File: src/rtl/drv_ce_pkg.sv
// Shared types and default sizing for the CPU clock-enable generator.
// The state enum and helper are used by drv_ce_gen.
package drv_ce_pkg;

    typedef enum logic {
        RUN  = 1'b0,
        HALT = 1'b1
    } state_t;

    localparam int DEF_PHASES  = 8;
    localparam int DEF_AUX_DIV = 2;
    localparam int DEF_CNT_W   = 32;

    // A divide-by-one aux counter still needs one bit so its compare stays legal.
    function automatic int aux_width(input int div);
        return (div > 1) ? $clog2(div) : 1;
    endfunction

endpackage

File: src/rtl/drv_ce_gen.sv
// CPU phase/clock-enable generator: derives phi2 edge pulses, a divided aux enable
// and a completed-cycle count from a base ce, with pause-at-boundary and turbo.
module drv_ce_gen
    import drv_ce_pkg::*;
#(
    parameter int PHASES  = DEF_PHASES,
    parameter int AUX_DIV = DEF_AUX_DIV,
    parameter int CNT_W   = DEF_CNT_W
) (
    input  logic                      clk,
    input  logic                      reset,
    input  logic                      ce,
    input  logic                      pause_req,
    input  logic                      turbo,
    output logic                      p2_h_r,
    output logic                      p2_h_f,
    output logic                      aux_ce,
    output logic                      paused,
    output logic [$clog2(PHASES)-1:0] phase,
    output logic [CNT_W-1:0]          cyc_cnt
);

    localparam int                PH_W  = $clog2(PHASES);
    localparam int                AUX_W = aux_width(AUX_DIV);
    localparam logic [PH_W-1:0]   HALF  = PH_W'(PHASES / 2);
    localparam logic [AUX_W-1:0]  AUX_LAST = AUX_W'(AUX_DIV - 1);

    state_t             state_q;
    state_t             state_d;
    logic [PH_W-1:0]    phase_q;
    logic [PH_W-1:0]    phase_d;
    logic [AUX_W-1:0]   aux_cnt_q;
    logic [AUX_W-1:0]   aux_cnt_d;
    logic               turbo_q;
    logic               turbo_d;
    logic [CNT_W-1:0]   cyc_q;
    logic [CNT_W-1:0]   cyc_d;
    logic               p2_h_r_d;
    logic               p2_h_f_d;
    logic               aux_ce_d;
    logic               paused_d;

    logic               at_top;
    logic               at_mid;
    logic               halt_cycle;
    logic               step_go;
    logic [PH_W-1:0]    step;

    // The block is always at phase 0 while halted, so a single rule covers both
    // states: a ce at phase 0 with pause_req halts, any other ce is a running step.
    assign at_top     = (phase_q == '0);
    assign at_mid     = (phase_q == HALF);
    assign halt_cycle = at_top && pause_req;
    assign step_go    = ce && !halt_cycle;

    always_ff @(posedge clk) begin
        if (reset) begin
            state_q   <= RUN;
            phase_q   <= '0;
            aux_cnt_q <= '0;
            turbo_q   <= 1'b0;
            cyc_q     <= '0;
            p2_h_r    <= 1'b0;
            p2_h_f    <= 1'b0;
            aux_ce    <= 1'b0;
            paused    <= 1'b0;
        end else begin
            state_q   <= state_d;
            phase_q   <= phase_d;
            aux_cnt_q <= aux_cnt_d;
            turbo_q   <= turbo_d;
            cyc_q     <= cyc_d;
            p2_h_r    <= p2_h_r_d;
            p2_h_f    <= p2_h_f_d;
            aux_ce    <= aux_ce_d;
            paused    <= paused_d;
        end
    end

    always_comb begin
        state_d = state_q;
        if (ce) begin
            state_d = halt_cycle ? HALT : RUN;
        end
    end

    // Turbo is latched at the cycle boundary and applied to that same step, so the
    // counter only ever visits even phases in turbo and still hits 0 and PHASES/2.
    always_comb begin
        phase_d   = phase_q;
        aux_cnt_d = aux_cnt_q;
        turbo_d   = turbo_q;
        cyc_d     = cyc_q;
        step      = PH_W'(1);
        if (step_go) begin
            if (at_top) begin
                turbo_d = turbo;
            end
            step    = turbo_d ? PH_W'(2) : PH_W'(1);
            phase_d = phase_q + step;
            aux_cnt_d = (aux_cnt_q == AUX_LAST) ? '0 : aux_cnt_q + AUX_W'(1);
            if (at_mid) begin
                cyc_d = cyc_q + CNT_W'(1);
            end
        end
    end

    always_comb begin
        p2_h_r_d = step_go && at_top;
        p2_h_f_d = step_go && at_mid;
        aux_ce_d = step_go && (aux_cnt_q == AUX_LAST);
        paused_d = (state_d == HALT);
    end

    assign phase   = phase_q;
    assign cyc_cnt = cyc_q;

endmodule

File: config.mk
export PLATFORM = sky130hd
export DESIGN_NAME = drv_ce_gen
export DESIGN_NICKNAME = d
export VERILOG_FILES = /design/src/rtl/drv_ce_pkg.sv /design/src/rtl/drv_ce_gen.sv
export SDC_FILE = /design/constraint.sdc
export NUM_CORES = 1
export LEC_CHECK = 0
export BUFFER_PORTS_ARGS = -buffer_cell sky130_fd_sc_hd__buf_4
export CAP_MARGIN = 30
export CORE_MARGIN = 2
export CORE_UTILIZATION = 24
export DETAILED_ROUTE_END_ITERATION = 12
export GPL_ROUTABILITY_DRIVEN = 0
export GPL_TIMING_DRIVEN = 0
export HOLD_SLACK_MARGIN = 0.12
export PLACE_DENSITY = 0.48
export REMOVE_ABC_BUFFERS = 1
export SETUP_SLACK_MARGIN = 0.1
export SLEW_MARGIN = 20
export SYNTH_ARGS = -nofsm -noshare
export SYNTH_HDL_FRONTEND = slang
export SYNTH_SLANG_ARGS = --single-unit
export TNS_END_PERCENT = 1
File: constraint.sdc
create_clock -name clk -period 5.9 [get_ports clk]
set_clock_uncertainty 0.05 [all_clocks]
set_input_delay 0.295 -clock clk [delete_from_list [all_inputs] [get_ports clk]]
set_output_delay 0.295 -clock clk [all_outputs]
set_load 0.005 [all_outputs]
==> summary.txt <==
Cells and area
  – Fin nets: about 260
  – Layout filler cell count: 848
  – Layout cell share with drive strength beyond 1: 0.221
  – Post-route cell area: 2370 sq um
  – Ant. Diodes: 0
  – P&R area growth vs syn: 25.1%

Synthesis
  – Synth area leader: dfxtp_1
  – Ranking of synthesized cells by area: dfxtp_1 (43%), a21oi_1 (5.8%), or4_1 (5.5%)
  – Mean Syn Cell Area: roughly 8.6 sq um
  – Yosys warns: 0
  – Post-synth ARST share: 0
  – Count leader, synth: dfxtp_1
  – Synth Area in Simple Gates: 0.285
  – Predominant post-synthesis flop cell: dfxtp_1
  – Synthesized area: between 1500 and 2000 sq um
  – Largest family of logic cells by synthesized area: simple AND/OR/NAND/NOR gates
  – Area fraction of the dominant cell type after synthesis: 0.432
  – Compound-Gate Fraction of Synth Area: 0.160
  – Post-synthesis mux area share: 0.0112
  – Commonest cells post-synth: dfxtp_1 (41), a21oi_1 (22), nand2_1 (14), nor2_1 (14), or4_1 (14)
  – Post-synthesis sequential area ratio: 0.432
  – Register bit total from synthesis: between 40 and 50
  – Post-Synth Adder-Cell Area: 0.0171
  – Post-synth EDFFs: 0
  – Post-synthesis xor/xnor area fraction: 0.0461
  – Cells after Synth: 221
  – Distinct cells, synth: 35

CTS
  – Hold-fix buffers at CTS: 0
  – CTS root buf: clkbuf_8
  – Clock buffer depth: 2
  – Postcts setup bufs: 0
  – H-tree depth: 2
  – CTS buffer count: 5
  – Clock slew at reported path FFs: 0.07 ns
  – CTS tree: done
  – PostCTS Resize Cnt: 0
  – Worst-skew pair later-pin latency: approximately 0.29 ns
  – Sink Count: 41

Status
  – Status: completed

STA
  – # setup viols final: 0
  – Max_slew headroom: 0.488
  – Fin crit share: 0.428
  – Worst setup margin: roughly 3.4 ns
  – Fin crit period: between 2 and 3 ns
  – Fmax: roughly 400 MHz
  – Pins over their slew limit: 0
  – Final hold viol count: 0
  – Setup TNS: 0 ns
  – Worst slew pin tran: ~0.77 ns
  – RSZ-0062 raised after global routing: no

Setup path
  – Cell Chain, Critical Path: nand4bb_1, or3_1, or4_1, a21oi_1
  – Worst setup SP type: flop
  – Worst Setup SP: phase[1]
  – CP top delay family: simple AND/OR/NAND/NOR gates
  – Worst Setup EP: cyc_cnt[23]
  – R2R depth: 4
  – Worst reg2reg setup slack: 3.37 ns
  – Delay of the slowest cell on the worst path: 0.82 ns
  – Crit path arrival time: 2.69 ns
  – Cell with the largest stage delay on the worst path: or3_1
  – CP bufs+invs: 0
  – Crit path capture type: flop
  – Worst reg2reg startpoint: phase[1]
  – Crit path required time: ~6.1 ns
  – Worst-path fanout max: 25
  – Worst setup path class: reg2reg
  – Reg-to-Reg End: cyc_cnt[23]
  – Crit. path cell count: 4

Drt
  – DR WL/cell: 12.7 microns
  – Final antenna-violating net count: 0
  – Drt pass-1 iters: 4
  – Detailed-route via count: 1,749
  – Initial detailed-routing violation count: 73
  – Vias/cell: 4.86
  – WL final: 4.57 mm
  – Residual DRC count: 0

Die
  – Die height: 92.9 microns
  – Initial core utilization: 0.247
  – Core Rows: 32
  – CORE AREA: 7690 sq um
  – I/O pins: 44
  – Die area: about 8600 sq um
  – Chip Width: 92.9 microns

Global routing
  – Vias in the first global route: around 1,600
  – Grt ovf: 0
  – Largest net degree at the start of global routing: 40
  – Antenna violations before repair: 0
  – Overall global routing resource usage: 0.111
  – First-pass GRT wire length: ~7.8 mm

Placement
  – Post-DP Area: ~2300 sq um
  – DP Worst Slack: 3.38 ns
  – Hpwl dp: between 3 and 4 mm
  – # port buffers: 43

Job
  – Max-Cap Viols: 0

Pwr
  – Power Density: between 200 and 250 nW/um^2
  – Leakage power: 0.829 nW
  – Maximum VDD drop: approximately 0.00013 V

Hold path
  – Hold Path Class: in2reg
==> sequential cells by signal, indices dropped and copies added (netlist names) <==
register / count
aux_ce: 1
p2_h_f: 1
turbo_q: 1
aux_cnt_q: 1
state_q: 1
cyc_cnt: 32
p2_h_r: 1
phase: 3
==> layer usage <==
| metal | vias up | global-route usage | wire length (microns) |
|---|---|---|---|
| met5 | - | 0 | 0 |
| met4 | 0 | 0.0355 | 46 |
| met3 | 4 | 0.0293 | 219 |
| met2 | 40 | 0.177 | 2090 |
| met1 | 815 | 0.146 | 2210 |
| li1 | 890 | - | - |
==> final cells by class <==
| type | instances | area [sq um] | area share |
|---|---|---|---|
| multi-input combinational | 157 | 987 | 0.416 |
| inverter | 9 | 33.8 | 0.0142 |
| clock buffer | 6 | 72.6 | 0.0306 |
| clock inverter | 2 | 10.0 | 0.00421 |
| tap | 102 | 128 | 0.0537 |
| sequential | 41 | 821 | 0.346 |
| timing repair buffer | 43 | 323 | 0.136 |
==> worst min path at each step <==
| stage | startpoint | end | slack, ns | depth (start not counted) |
|---|---|---|---|---|
| after floorplan | reset | cyc_cnt[11] | 0.31 | 1 |
| after global placement | cyc_cnt[31] | cyc_cnt[31] | 0.42 | 2 |
| after detailed placement | cyc_cnt[31] | cyc_cnt[31] | 0.43 | 2 |
| after CTS | ce | state_q | 0.25 | 3 |
| after global routing | ce | state_q | 0.30 | 3 |
| final | ce | state_q | 0.26 | 3 |
==> cells in the final DEF (no fill, tap or decap) <==
master,Yosys,routed
and3_1,4,4
mux2_2,1,1
o211a_1,1,1
a21oi_1,22,22
nand4bb_1,1,1
or2_2,2,2
nor3_1,4,4
inv_1,9,9
nor2_1,14,14
nand4_1,8,8
nor2b_1,2,2
clkinv_2,0,2
o21ai_0,10,10
ha_1,1,1
or4_1,14,14
clkbuf_8,0,5
o311ai_0,1,1
or4b_2,3,3
o21a_1,1,1
fa_1,1,1
o31a_1,1,1
o31ai_1,11,11
or3_1,11,11
nand2_1,14,14
dfxtp_1,41,41
o41ai_1,2,2
nand3_1,8,8
and4bb_2,1,1
buf_4,0,43
and2_1,1,1
and4_1,2,2
clkbuf_1,11,1
xor2_1,4,4
mux2i_1,1,1
nor4_1,4,4
xnor2_1,6,6
o2111ai_1,1,1
==> report_power, final <==
part / switching [mW] / internal [mW]
Sequential: 0.0131 / 0.288
Combinational: 0.0307 / 0.0331
Clock: 0.0952 / 0.0821
==> through the flow <==
stage / power [mW] / cells / utilization / hold slack, ns
global placement: 0.371 / 352 / 0.298 / 0.419
detailed placement: 0.372 / 352 / 0.298 / 0.425
CTS: 0.556 / 360 / 0.309 / 0.254
finish: 0.542 / 360 / 0.309 / 0.265
floorplan: 0.344 / 207 / - / 0.314
global route: 0.578 / 360 / 0.309 / 0.296
==> worst register-to-register path: stages, from the launching register on <==
cell and delay, ns:
dfxtp_1 0.38, nand4bb_1 0.48, or3_1 0.82, or4_1 0.59
a21oi_1 0.14
==> cell families after synthesis <==
| family | Yosys count |
|---|---|
| xor+xnor | 10 |
| simple gates | 93 |
| compound gates | 50 |
| mux | 2 |
| buf+inv | 23 |
| fa+ha+maj | 2 |
| flops | 41 |
No activity file was read; power rests on OpenSTA's default activity.
